--- src/rtl/qracc_pkg.sv ---
// qracc_pkg: shared state encoding, job configuration record and default widths for the QRAcc data master
package qracc_pkg;

    localparam int QRACC_DATA_W = 32;
    localparam int QRACC_ADDR_W = 16;
    localparam int QRACC_LEN_W  = 16;

    typedef enum logic [2:0] {
        S_IDLE    = 3'd0,
        S_WEIGHTS = 3'd1,
        S_ACTS    = 3'd2,
        S_SCALERS = 3'd3,
        S_OUTPUTS = 3'd4,
        S_DONE    = 3'd5
    } master_state_t;

    typedef struct packed {
        logic [QRACC_ADDR_W-1:0] src_base;
        logic [QRACC_ADDR_W-1:0] dst_base;
        logic [QRACC_LEN_W-1:0]  n_weight;
        logic [QRACC_LEN_W-1:0]  n_act;
        logic [QRACC_LEN_W-1:0]  n_scaler;
        logic [QRACC_LEN_W-1:0]  n_out;
    } qracc_master_cfg_t;

    function automatic logic is_send_state(input master_state_t s);
        return s inside {S_WEIGHTS, S_ACTS, S_SCALERS};
    endfunction

endpackage

--- src/rtl/qracc_word_fifo.sv ---
// qracc_word_fifo: synchronous power-of-two FIFO with occupancy count and synchronous flush
module qracc_word_fifo #(
    parameter int WIDTH = 32,
    parameter int DEPTH = 4
) (
    input  logic                     clk,
    input  logic                     nrst,
    input  logic                     flush,
    input  logic                     push,
    input  logic [WIDTH-1:0]         push_data,
    input  logic                     pop,
    output logic [WIDTH-1:0]         head,
    output logic [$clog2(DEPTH):0]   count,
    output logic                     full,
    output logic                     empty
);

    localparam int AW = $clog2(DEPTH);
    localparam logic [AW:0] FULL_C = DEPTH[AW:0];

    logic [WIDTH-1:0] mem_q [DEPTH];
    logic [WIDTH-1:0] mem_d [DEPTH];
    logic [AW-1:0]    rd_ptr_q, rd_ptr_d, wr_ptr_q, wr_ptr_d;
    logic [AW:0]      count_q, count_d;
    logic             do_push, do_pop;

    assign full    = count_q == FULL_C;
    assign empty   = count_q == '0;
    assign count   = count_q;
    assign head    = mem_q[rd_ptr_q];
    assign do_push = push && !full;
    assign do_pop  = pop && !empty;

    // Next storage/pointer/count; flush wins over any same-cycle push or pop
    always_comb begin
        mem_d    = mem_q;
        rd_ptr_d = rd_ptr_q;
        wr_ptr_d = wr_ptr_q;
        if (do_push) begin
            mem_d[wr_ptr_q] = push_data;
            wr_ptr_d        = wr_ptr_q + 1'b1;
        end
        if (do_pop) rd_ptr_d = rd_ptr_q + 1'b1;
        count_d = count_q + {{AW{1'b0}}, do_push} - {{AW{1'b0}}, do_pop};
        if (flush) begin
            rd_ptr_d = '0;
            wr_ptr_d = '0;
            count_d  = '0;
        end
    end

    // FIFO state registers
    always_ff @(posedge clk or negedge nrst) begin
        if (!nrst) begin
            mem_q    <= '{default: '0};
            rd_ptr_q <= '0;
            wr_ptr_q <= '0;
            count_q  <= '0;
        end else begin
            mem_q    <= mem_d;
            rd_ptr_q <= rd_ptr_d;
            wr_ptr_q <= wr_ptr_d;
            count_q  <= count_d;
        end
    end

endmodule

--- src/rtl/qracc_data_master.sv ---
// qracc_data_master: streams weights/acts/scalers from memory to the QRAcc bus, then drains outputs back to memory.
// Optional QRACC_DATA_MASTER_PERF_EN adds saturating bus-stall and FIFO-starvation counters.
module qracc_data_master
    import qracc_pkg::*;
#(
    parameter int dataBusWidth = QRACC_DATA_W,
    parameter int memAddrWidth = QRACC_ADDR_W,
    parameter int lenWidth     = QRACC_LEN_W,
    parameter int fifoDepth    = 4
) (
    input  logic                    clk,
    input  logic                    nrst,
    input  logic                    start_i,
    input  logic                    clear_i,
    input  logic [memAddrWidth-1:0] src_base_i,
    input  logic [memAddrWidth-1:0] dst_base_i,
    input  logic [lenWidth-1:0]     n_weight_i,
    input  logic [lenWidth-1:0]     n_act_i,
    input  logic [lenWidth-1:0]     n_scaler_i,
    input  logic [lenWidth-1:0]     n_out_i,
    output logic                    busy_o,
    output logic                    done_o,
    output logic                    mem_rq_valid_o,
    input  logic                    mem_rq_ready_i,
    output logic [memAddrWidth-1:0] mem_rq_addr_o,
    input  logic [dataBusWidth-1:0] mem_rd_data_i,
    input  logic                    mem_rd_valid_i,
    output logic                    mem_wr_en_o,
    output logic [memAddrWidth-1:0] mem_wr_addr_o,
    output logic [dataBusWidth-1:0] mem_wr_data_o,
    output logic                    bus_valid_o,
    input  logic                    bus_ready_i,
    output logic                    bus_wen_o,
    output logic [dataBusWidth-1:0] bus_data_o,
    input  logic [dataBusWidth-1:0] bus_rd_data_i,
    input  logic                    bus_rd_data_valid_i
`ifdef QRACC_DATA_MASTER_PERF_EN
    ,
    output logic [31:0]             perf_bus_stall_o,
    output logic [31:0]             perf_fifo_empty_o
`endif
);

    localparam int CW = $clog2(fifoDepth) + 1;
    localparam logic [CW-1:0] DEPTH_C = fifoDepth[CW-1:0];

    master_state_t            state_q, state_d;
    qracc_master_cfg_t        cfg_q, cfg_d;
    logic [memAddrWidth-1:0]  word_idx_q, word_idx_d;
    logic [lenWidth-1:0]      fetched_q, fetched_d, sent_q, sent_d, received_q, received_d;
    logic                     inflight_q, inflight_d, drop_q, drop_d;

    logic                     send_phase, rq_fire, push, pop, phase_end, rd_take, out_end;
    logic [lenWidth-1:0]      phase_len;
    master_state_t            next_phase;
    logic [CW-1:0]            fifo_count;
    logic                     fifo_full, fifo_empty;
    logic [dataBusWidth-1:0]  fifo_head;

    assign send_phase = is_send_state(state_q);
    assign phase_len  = state_q == S_WEIGHTS ? cfg_q.n_weight :
                        state_q == S_ACTS    ? cfg_q.n_act    : cfg_q.n_scaler;
    assign next_phase = state_q == S_WEIGHTS ? S_ACTS :
                        state_q == S_ACTS    ? S_SCALERS : S_OUTPUTS;

    // Prefetch only while the FIFO plus the one possible in-flight word still fits
    assign mem_rq_valid_o = send_phase && !fifo_full && fetched_q < phase_len
                            && (fifo_count + {{(CW-1){1'b0}}, inflight_q}) < DEPTH_C;
    assign mem_rq_addr_o  = mem_rq_valid_o ? cfg_q.src_base + word_idx_q : '0;
    assign rq_fire        = mem_rq_valid_o && mem_rq_ready_i;
    assign push           = mem_rd_valid_i && inflight_q && !drop_q;

    assign bus_wen_o   = send_phase && !fifo_empty;
    assign bus_valid_o = bus_wen_o || (state_q == S_OUTPUTS && received_q < cfg_q.n_out);
    assign bus_data_o  = bus_wen_o ? fifo_head : '0;
    assign pop         = bus_wen_o && bus_ready_i;
    assign phase_end   = phase_len == '0 || (pop && sent_q == phase_len - 1'b1);

    assign rd_take       = state_q == S_OUTPUTS && bus_rd_data_valid_i && received_q < cfg_q.n_out;
    assign out_end       = cfg_q.n_out == '0 || (rd_take && received_q == cfg_q.n_out - 1'b1);
    assign mem_wr_en_o   = rd_take;
    assign mem_wr_addr_o = rd_take ? cfg_q.dst_base + memAddrWidth'(received_q) : '0;
    assign mem_wr_data_o = rd_take ? bus_rd_data_i : '0;

    assign busy_o = state_q != S_IDLE;
    assign done_o = state_q == S_DONE;

    qracc_word_fifo #(
        .WIDTH (dataBusWidth),
        .DEPTH (fifoDepth)
    ) u_fifo (
        .clk       (clk),
        .nrst      (nrst),
        .flush     (clear_i),
        .push      (push),
        .push_data (mem_rd_data_i),
        .pop       (pop),
        .head      (fifo_head),
        .count     (fifo_count),
        .full      (fifo_full),
        .empty     (fifo_empty)
    );

    // Job sequencing: config latch, per-phase fetch/send counters, output drain, abort
    always_comb begin
        state_d    = state_q;
        cfg_d      = cfg_q;
        word_idx_d = word_idx_q;
        fetched_d  = fetched_q;
        sent_d     = sent_q;
        received_d = received_q;
        inflight_d = rq_fire;
        drop_d     = 1'b0;
        case (state_q)
            S_IDLE: begin
                if (start_i) begin
                    cfg_d = '{src_base: src_base_i, dst_base: dst_base_i, n_weight: n_weight_i,
                              n_act: n_act_i, n_scaler: n_scaler_i, n_out: n_out_i};
                    state_d    = S_WEIGHTS;
                    word_idx_d = '0;
                    fetched_d  = '0;
                    sent_d     = '0;
                    received_d = '0;
                end
            end
            S_WEIGHTS, S_ACTS, S_SCALERS: begin
                if (rq_fire) begin
                    fetched_d  = fetched_q + 1'b1;
                    word_idx_d = word_idx_q + 1'b1;
                end
                if (pop) sent_d = sent_q + 1'b1;
                if (phase_end) begin
                    state_d   = next_phase;
                    fetched_d = '0;
                    sent_d    = '0;
                end
            end
            S_OUTPUTS: begin
                if (rd_take) received_d = received_q + 1'b1;
                if (out_end) state_d = S_DONE;
            end
            default: state_d = S_IDLE;
        endcase
        if (clear_i) begin
            state_d    = S_IDLE;
            word_idx_d = '0;
            fetched_d  = '0;
            sent_d     = '0;
            received_d = '0;
            inflight_d = 1'b0;
            drop_d     = rq_fire;
        end
    end

    // Control state registers
    always_ff @(posedge clk or negedge nrst) begin
        if (!nrst) begin
            state_q    <= S_IDLE;
            cfg_q      <= '0;
            word_idx_q <= '0;
            fetched_q  <= '0;
            sent_q     <= '0;
            received_q <= '0;
            inflight_q <= 1'b0;
            drop_q     <= 1'b0;
        end else begin
            state_q    <= state_d;
            cfg_q      <= cfg_d;
            word_idx_q <= word_idx_d;
            fetched_q  <= fetched_d;
            sent_q     <= sent_d;
            received_q <= received_d;
            inflight_q <= inflight_d;
            drop_q     <= drop_d;
        end
    end

`ifdef QRACC_DATA_MASTER_PERF_EN
    logic [31:0] perf_stall_q, perf_stall_d, perf_empty_q, perf_empty_d;

    // Saturating counters, restarted when a job is accepted or aborted
    always_comb begin
        perf_stall_d = perf_stall_q;
        perf_empty_d = perf_empty_q;
        if (bus_valid_o && !bus_ready_i && perf_stall_q != '1) perf_stall_d = perf_stall_q + 1'b1;
        if (send_phase && fifo_empty && perf_empty_q != '1) perf_empty_d = perf_empty_q + 1'b1;
        if (clear_i || (state_q == S_IDLE && start_i)) begin
            perf_stall_d = '0;
            perf_empty_d = '0;
        end
    end

    // Performance counter registers
    always_ff @(posedge clk or negedge nrst) begin
        if (!nrst) begin
            perf_stall_q <= '0;
            perf_empty_q <= '0;
        end else begin
            perf_stall_q <= perf_stall_d;
            perf_empty_q <= perf_empty_d;
        end
    end

    assign perf_bus_stall_o  = perf_stall_q;
    assign perf_fifo_empty_o = perf_empty_q;
`endif

endmodule

--- config.mk ---
export PLATFORM = sky130hd
export DESIGN_NAME = qracc_data_master
export DESIGN_NICKNAME = d
export VERILOG_FILES = /design/src/rtl/qracc_pkg.sv /design/src/rtl/qracc_word_fifo.sv /design/src/rtl/qracc_data_master.sv
export SDC_FILE = /design/constraint.sdc
export NUM_CORES = 1
export LEC_CHECK = 0
export BUFFER_PORTS_ARGS = -buffer_cell sky130_fd_sc_hd__buf_2
export CORE_UTILIZATION = 52
export CTS_CLUSTER_DIAMETER = 30
export CTS_CLUSTER_SIZE = 20
export DETAILED_ROUTE_END_ITERATION = 6
export HOLD_SLACK_MARGIN = 0.02
export PLACE_DENSITY_LB_ADDON = 0.25
export RECOVER_POWER = 25
export REMOVE_ABC_BUFFERS = 1
export SYNTH_ARGS = -nofsm -noshare
export SYNTH_HDL_FRONTEND = slang
export SYNTH_SLANG_ARGS = --single-unit
--- constraint.sdc ---
create_clock -name clk -period 3.6 [get_ports clk]
set_input_delay 0.36 -clock clk [delete_from_list [all_inputs] [get_ports clk]]
set_output_delay 0.36 -clock clk [all_outputs]
set_load 0.1 [all_outputs]
**Yosys cells after proc, flatten, opt, wreduce, memory -nomap -nowiden**

Cells that the tools add are included.

- ROM bits: 0
- Bits in latches: 0
- Register bits: 300
- Logic and storage cells: 136
- Output and inout port bits: 102
- Memories: 0
- RAM bits: 0

- Magnitude comparators: 6
- Multiplexer cells: 41
- Add/sub/neg operators: 13
- Multipliers: 0
- Equality and inequality tests: 15
- Shifts and indexed selects: 0
- Divide/modulo/power cells: 0
- Bitwise operators: 2
- Reductions and logical operators: 39

Operators with widths:

| cell | number |
|---|---|
| 16-bit two-way mux | 15 |
| 32-bit two-way mux | 5 |
| 128-bit bitwise mux | 1 |
| 16-bit one-hot mux with 2 select lines | 4 |
| 16-bit by 1-bit adder with 16-bit output (second input constant) | 4 |
| 32-bit binary-select mux with 2-bit select | 1 |
| 32-bit demux with 2-bit select | 1 |
| 16-bit adder | 2 |
| 16-bit == test | 2 |
| 16-bit zero test | 2 |
| 16-bit < comparator | 2 |
| 16-bit by 1-bit subtractor with 16-bit output (second input constant) | 2 |
| 3-bit two-way mux | 7 |
| 1-bit logical AND | 16 |
| 3-bit inequality test (second input constant) | 5 |
| 3-bit AND reduction | 5 |
| 3-bit nonzero test | 4 |
| 3-bit == test (second input constant) | 3 |
| 3-bit one-hot mux with 3 select lines | 1 |
| 2-bit two-way mux | 4 |
| 4-bit inequality test (second input constant) | 2 |
| 3-bit by 1-bit adder with 3-bit output | 2 |
| 3-bit by 2-bit == test with 1-bit output (second input constant) | 2 |
| 3-bit >= comparator (second input constant) | 2 |
| 13 further kinds | 22 |

**Logic depth before layout (Yosys ltp)**

- Depth in word-level cells: 11
- Depth in mapped cells: 18

**Cells and area by module**

Synthesis repeated with hierarchy kept, for this count alone.

- Cells, all modules: 1598
- Area total of the unflattened synthesis: 17355.4 um2

By module, submodules not included:

| module | seq. area each (um2) | area each (um2) | cells an instance | times used |
|---|---|---|---|---|
| qracc_data_master | 4129.0 | 11405.9 | 1240 | 1 |
| qracc_word_fifo | 3378.2 | 5949.5 | 358 | 1 |

**Worst setup path before layout**

No wires, ideal clock.

- Path kind: register to output
- From: reg state_q[0]
- To: out mem_rq_addr_o[15]
- Cell stages (with the launch flop): 17
- Path slack: -1.082 ns
- Arrival: 4.322 ns
- Path through: dfrtp_1 > buf_6 > buf_2 > buf_2 > buf_2 > nand2b_1 > a32oi_1 > nand2_1 > ha_1 > inv_1 > o22ai_1 > a2111o_1 > inv_1 > o21ai_1 > a221oi_1 > o41ai_1 > a41oi_1

- Cells in the longest elaborated chain, start to end: 7
- Elaborated cells between the ends (all ways): 11
- Those cells by class: order compare (1); eq/ne (3); mux (3); reduce/logical (4)

Ends and longest elaborated chain:

| item | line | RTL |
|---|---|---|
| start: declaration | qracc_data_master.sv:47 | `master_state_t state_q, state_d;` |
| start signal: assignment | qracc_data_master.sv:167 | `state_q <= state_d;` |
| 3-bit by 2-bit == test with 1-bit output | qracc_pkg.sv:27, qracc_data_master.sv:62 |  |
| 16-bit two-way mux | qracc_data_master.sv:62 | `state_q == S_ACTS ? cfg_q.n_act : cfg_q.n_scaler;` |
| 16-bit two-way mux | qracc_data_master.sv:61 | `assign phase_len = state_q == S_WEIGHTS ? cfg_q.n_weight :` |
| 16-bit < comparator | qracc_data_master.sv:67 | `assign mem_rq_valid_o = send_phase && !fifo_full && fetched_q < phase_len` |
| 1-bit logical AND (*) | qracc_data_master.sv:67 |  |
| 1-bit logical AND (*) | qracc_data_master.sv:68 | `&& (fifo_count + {{(CW-1){1'b0}}, inflight_q}) < DEPTH_C;` |
| 16-bit two-way mux (*) | qracc_data_master.sv:69 | `assign mem_rq_addr_o = mem_rq_valid_o ? cfg_q.src_base + word_idx_q : '0;` |
| end: declaration | qracc_data_master.sv:25 | `output logic [memAddrWidth-1:0] mem_rq_addr_o,` |

Mark *: on every way between the ends. The rest lies on a longest branch, timed or not.

**Final worst setup path**

Ends and elaborated chain as after synthesis.

==> impl_metrics.csv <==
group,metric,value,unit
synthesis,netlist.top_cell.by_area,"sky130_fd_sc_hd__dfrtp_1",
global_routing,grt-ovfl-total,0,
final_layout,fin_cells,2672,
flow_run,maxCapViolCount,1,
clocking,cts-buffers-inserted,76,
global_routing,grt_max_degree,98,
global_routing,groute.usage.overall,0.307,
synthesis,synthesized_area_fraction_occupied_by_adder_cells,0.0554,
sta,unrepaired_setup_endpoints_after_global_routing,"yes",
placed_design,dp_hpwl,31600,um
sta,postLayoutSetupSlackWorst,-671,ps
setup_path,critPathMaxStageDelay,450,ps
final_layout,area_growth_syn_to_layout,51.1,%
detailed_routing,detail_route.vias_per_cell,5.90,
clocking,maximum_level_of_the_cts_h_tree,3,
detailed_routing,drt_first_iter_violations,1325,
power,power.leakage,0.0121,uW
sta,slew_headroom,-0.672,
setup_path,timing.critical_path.cells,"buf_12 > buf_16 > buf_8 > o21a_1 > o31a_1 > nand2_2 > ha_4 > a21o_1 > a21o_1 > a21oi_2 > nand4_1 > a31oi_1 > buf_4 > o21ai_4 > a221oi_2 > o41ai_2 > a41oi_1 > buf_4 > buf_12",
final_layout,final_cell_mix,"295 x sky130_fd_sc_hd__dfrtp_1, 198 x sky130_fd_sc_hd__mux2_2, 170 x sky130_fd_sc_hd__buf_2",
outcome,violations,"capacitance limit, slew limit, setup timing",
setup_path,cp-start-kind,"flip-flop",
final_layout,mostFrequentLayoutCell,"sky130_fd_sc_hd__dfrtp_1",
setup_path,cp_data_required_time,3240,ps
detailed_routing,route.final.wire_length,54700,um
global_routing,initial_antenna_violation_count,4,
synthesis,yosysSeqAreaShare,0.427,
sta,worstMarginPinSlew,2510,ps
synthesis,synth-edff-count,0,
synthesis,yosysWarnings,0,
synthesis,async_flop_share,1.00,
setup_path,worstSetupPathType,"reg -> out",
die,floorplan.rows,66,
clocking,clock_tree.buffer_depth,3,
die,die_width,186,um
clocking,cts_sinks,300,
detailed_routing,firstDrtPassIters,6,
setup_path,worst-endpoint-arrival,3910,ps
sta,fmax,234,MHz
final_layout,fraction_of_layout_cells_with_a_size_suffix_above_1,0.414,
synthesis,synth-compound-area-share,0.123,
placed_design,globalplace.congestion,0.924,
synthesis,synth_top_area_frac,0.427,
detailed_routing,antenna_violating_nets_post_route,0,
sta,timing.final.setup_violations,63,
detailed_routing,routed_wire_length_per_instance,20.5,um
synthesis,synth_cells,1644,
die,die-area,34500,um2
setup_path,setup.reg_to_reg.worst_slack,-400,ps
hold_path,hold_path_class,"in -> reg",
die,fp.dieH,186,um
synthesis,yosys_most_used_dff,"sky130_fd_sc_hd__dfrtp_1",
clocking,clock-root-buffer,"sky130_fd_sc_hd__clkbuf_16",
synthesis,avgSynthCellArea,10.7,um2
setup_path,worstSetupEndpointType,"output port",
die,design.portCount,270,
sta,report.final.slew_viol_count,97,
sta,timing_hold_violations_final,0,
clocking,cts_tree,"yes",
global_routing,first_global_vias,16137,
synthesis,yosys_register_bits,300,
sta,finalSetupTns,-20530,ps
synthesis,synth.cell_area,17600,um2
die,initial_utilization,0.535,
synthesis,synth_simple_gate_area_share,0.143,
clocking,clk-insertion-delay-late,600,ps
outcome,status,"finished with violations",
setup_path,worst_path_slowest_cell,"sky130_fd_sc_hd__dfrtp_2",
power,vdd_drop_max,582,uV
placed_design,post-place-cells,2367,
clocking,clk_transition_reported_paths,50,ps
synthesis,synth_top_cells_by_area,"sky130_fd_sc_hd__dfrtp_1 43%, sky130_fd_sc_hd__mux2_2 13%, sky130_fd_sc_hd__ha_1 5.2%",
synthesis,synthXorXnorAreaFrac,0.0438,
sta,skew,31.8,ps
die,core_area,32900,um2
synthesis,combinational_family_with_the_most_area_after_synthesis,"multiplexers",
final_layout,finish.net_count,2410,
setup_path,worstPathMaxFanout,7,
detailed_routing,num_vias,15755,
sta,timing.final.crit_share,1.19,
synthesis,synth.lib_cells_used.distinct,91,
global_routing,grt_pass1_wl,82900,um
synthesis,synth.mux.area_fraction,0.170,
detailed_routing,drt_drc_violations_left,0,
power,cellPowerDensity,866,nW/um2
placed_design,port-buffer-count,269,
sta,finalCriticalPeriod,4270,ps
==> synthesized netlist by cell type, types with 7 or more instances <==
library cell,n
sky130_fd_sc_hd__a21oi_1,43
sky130_fd_sc_hd__or3_1,9
sky130_fd_sc_hd__and3_1,31
sky130_fd_sc_hd__inv_1,70
sky130_fd_sc_hd__ha_1,73
sky130_fd_sc_hd__nor3_1,35
sky130_fd_sc_hd__nand2b_1,15
sky130_fd_sc_hd__buf_1,13
sky130_fd_sc_hd__a21o_1,20
sky130_fd_sc_hd__nor2b_1,11
sky130_fd_sc_hd__nand2_1,101
sky130_fd_sc_hd__xnor2_1,59
sky130_fd_sc_hd__o21ai_0,66
sky130_fd_sc_hd__nor4_1,10
sky130_fd_sc_hd__a211oi_1,15
sky130_fd_sc_hd__o21ai_1,12
sky130_fd_sc_hd__o21bai_1,11
sky130_fd_sc_hd__a32oi_1,11
sky130_fd_sc_hd__a22o_1,13
sky130_fd_sc_hd__dfrtp_1,300
sky130_fd_sc_hd__o211ai_1,20
sky130_fd_sc_hd__buf_6,7
sky130_fd_sc_hd__nor3b_1,7
sky130_fd_sc_hd__mux2_2,198
sky130_fd_sc_hd__nor2_1,127
sky130_fd_sc_hd__clkbuf_1,47
sky130_fd_sc_hd__xor2_1,29
sky130_fd_sc_hd__buf_2,12
sky130_fd_sc_hd__and2_1,74
sky130_fd_sc_hd__mux4_2,32
sky130_fd_sc_hd__nand4_1,11
sky130_fd_sc_hd__nand3_1,29
==> repair_timing <==
action,CTS,global route
setup endpoints to repair,72,99
pin swaps,31,70
hold buffers,102,0
hold endpoints to repair,207,0
gates cloned,5,4
gates resized for setup,107,88
buffers inserted,31,25
==> power breakdown <==
| part | switching [uW] | total, uW | internal, uW |
|---|---|---|---|
| Clock | 2290 | 7490 | 5200 |
| Combinational | 5870 | 10700 | 4790 |
| Sequential | 654 | 4860 | 4200 |
| Total | 8810 | 23000 | 14200 |
==> critical path: cells and delay by family, from the launching register on <==
| kind | cells | cell delay (ps) |
|---|---|---|
| AO/OA/AOI/OAI | 10 | 1600 |
| AND/OR/NAND/NOR | 2 | 220 |
| buffers and inverters | 6 | 860 |
| flip-flops | 1 | 450 |
| adder cells (fa/ha/maj) | 1 | 180 |
==> path summary, 6_finish.rpt <==
kind / start / endpoint / cells past startpoint
worst max-delay path: state_q[0] / mem_rq_addr_o[15] / 19
worst min-delay path: n_out_i[8] / cfg_q[8] / 3
worst max register to register: state_q[0] / sent_q[9] / 19
worst min register to register: u_fifo.mem_q[30] / u_fifo.mem_q[30] / 1
max in group asynchronous: nrst / cfg_q[6] / 3
min in group asynchronous: nrst / u_fifo.mem_q[75] / 2
==> metal layers <==
| layer | part of all wire | vias up | global-route usage |
|---|---|---|---|
| li1 | - | 7018 | - |
| met1 | 0.39 | 7885 | 0.370 |
| met2 | 0.51 | 669 | 0.526 |
| met3 | 0.071 | 179 | 0.0710 |
| met4 | 0.034 | 4 | 0.130 |
| met5 | 0.00042 | - | 0 |
==> sequential cells by signal, indices dropped and copies added, names as in the netlist, 3 cells and up <==
register,flops
u_fifo.mem_q,128
cfg_q,96
fetched_q,16
received_q,16
sent_q,16
word_idx_q,16
state_q,3
u_fifo.count,3
==> per-stage QoR <==
stage | utilization | setup slack (ps) | hold WS (ps) | instance area (um2) | power [uW]
after CTS | 0.791 | -479 | 21.1 | 26000 | 22200
after global placement | 0.651 | 60.9 | 449 | 21400 | 13100
after detailed placement | 0.651 | -30.0 | 450 | 21400 | 13400
final | 0.808 | -671 | 37.7 | 26600 | 23000
after floorplan | - | -1970 | 64.4 | 17200 | 10400
after global routing | 0.808 | -891 | 29.5 | 26600 | 24000
==> cells by family after synthesis <==
group,after synthesis
compound gates,300
xor+xnor,88
fa+ha+maj,76
buf+inv,154
flops,300
mux,234
simple gates,492
==> cell type report <==
cell class                      count  area, um2
Multi-Input combinational cell   1190      10100
Antenna cell                        4       10.0
Clock inverter                     43        722
Clock buffer                       95       2110
Tap cell                          442        553
Timing Repair Buffer              526       5300
Sequential cell                   300       7510
Fill cell                        1747       6310
Inverter                           72        275
Note: power is estimated with default switching activity, not from simulation.
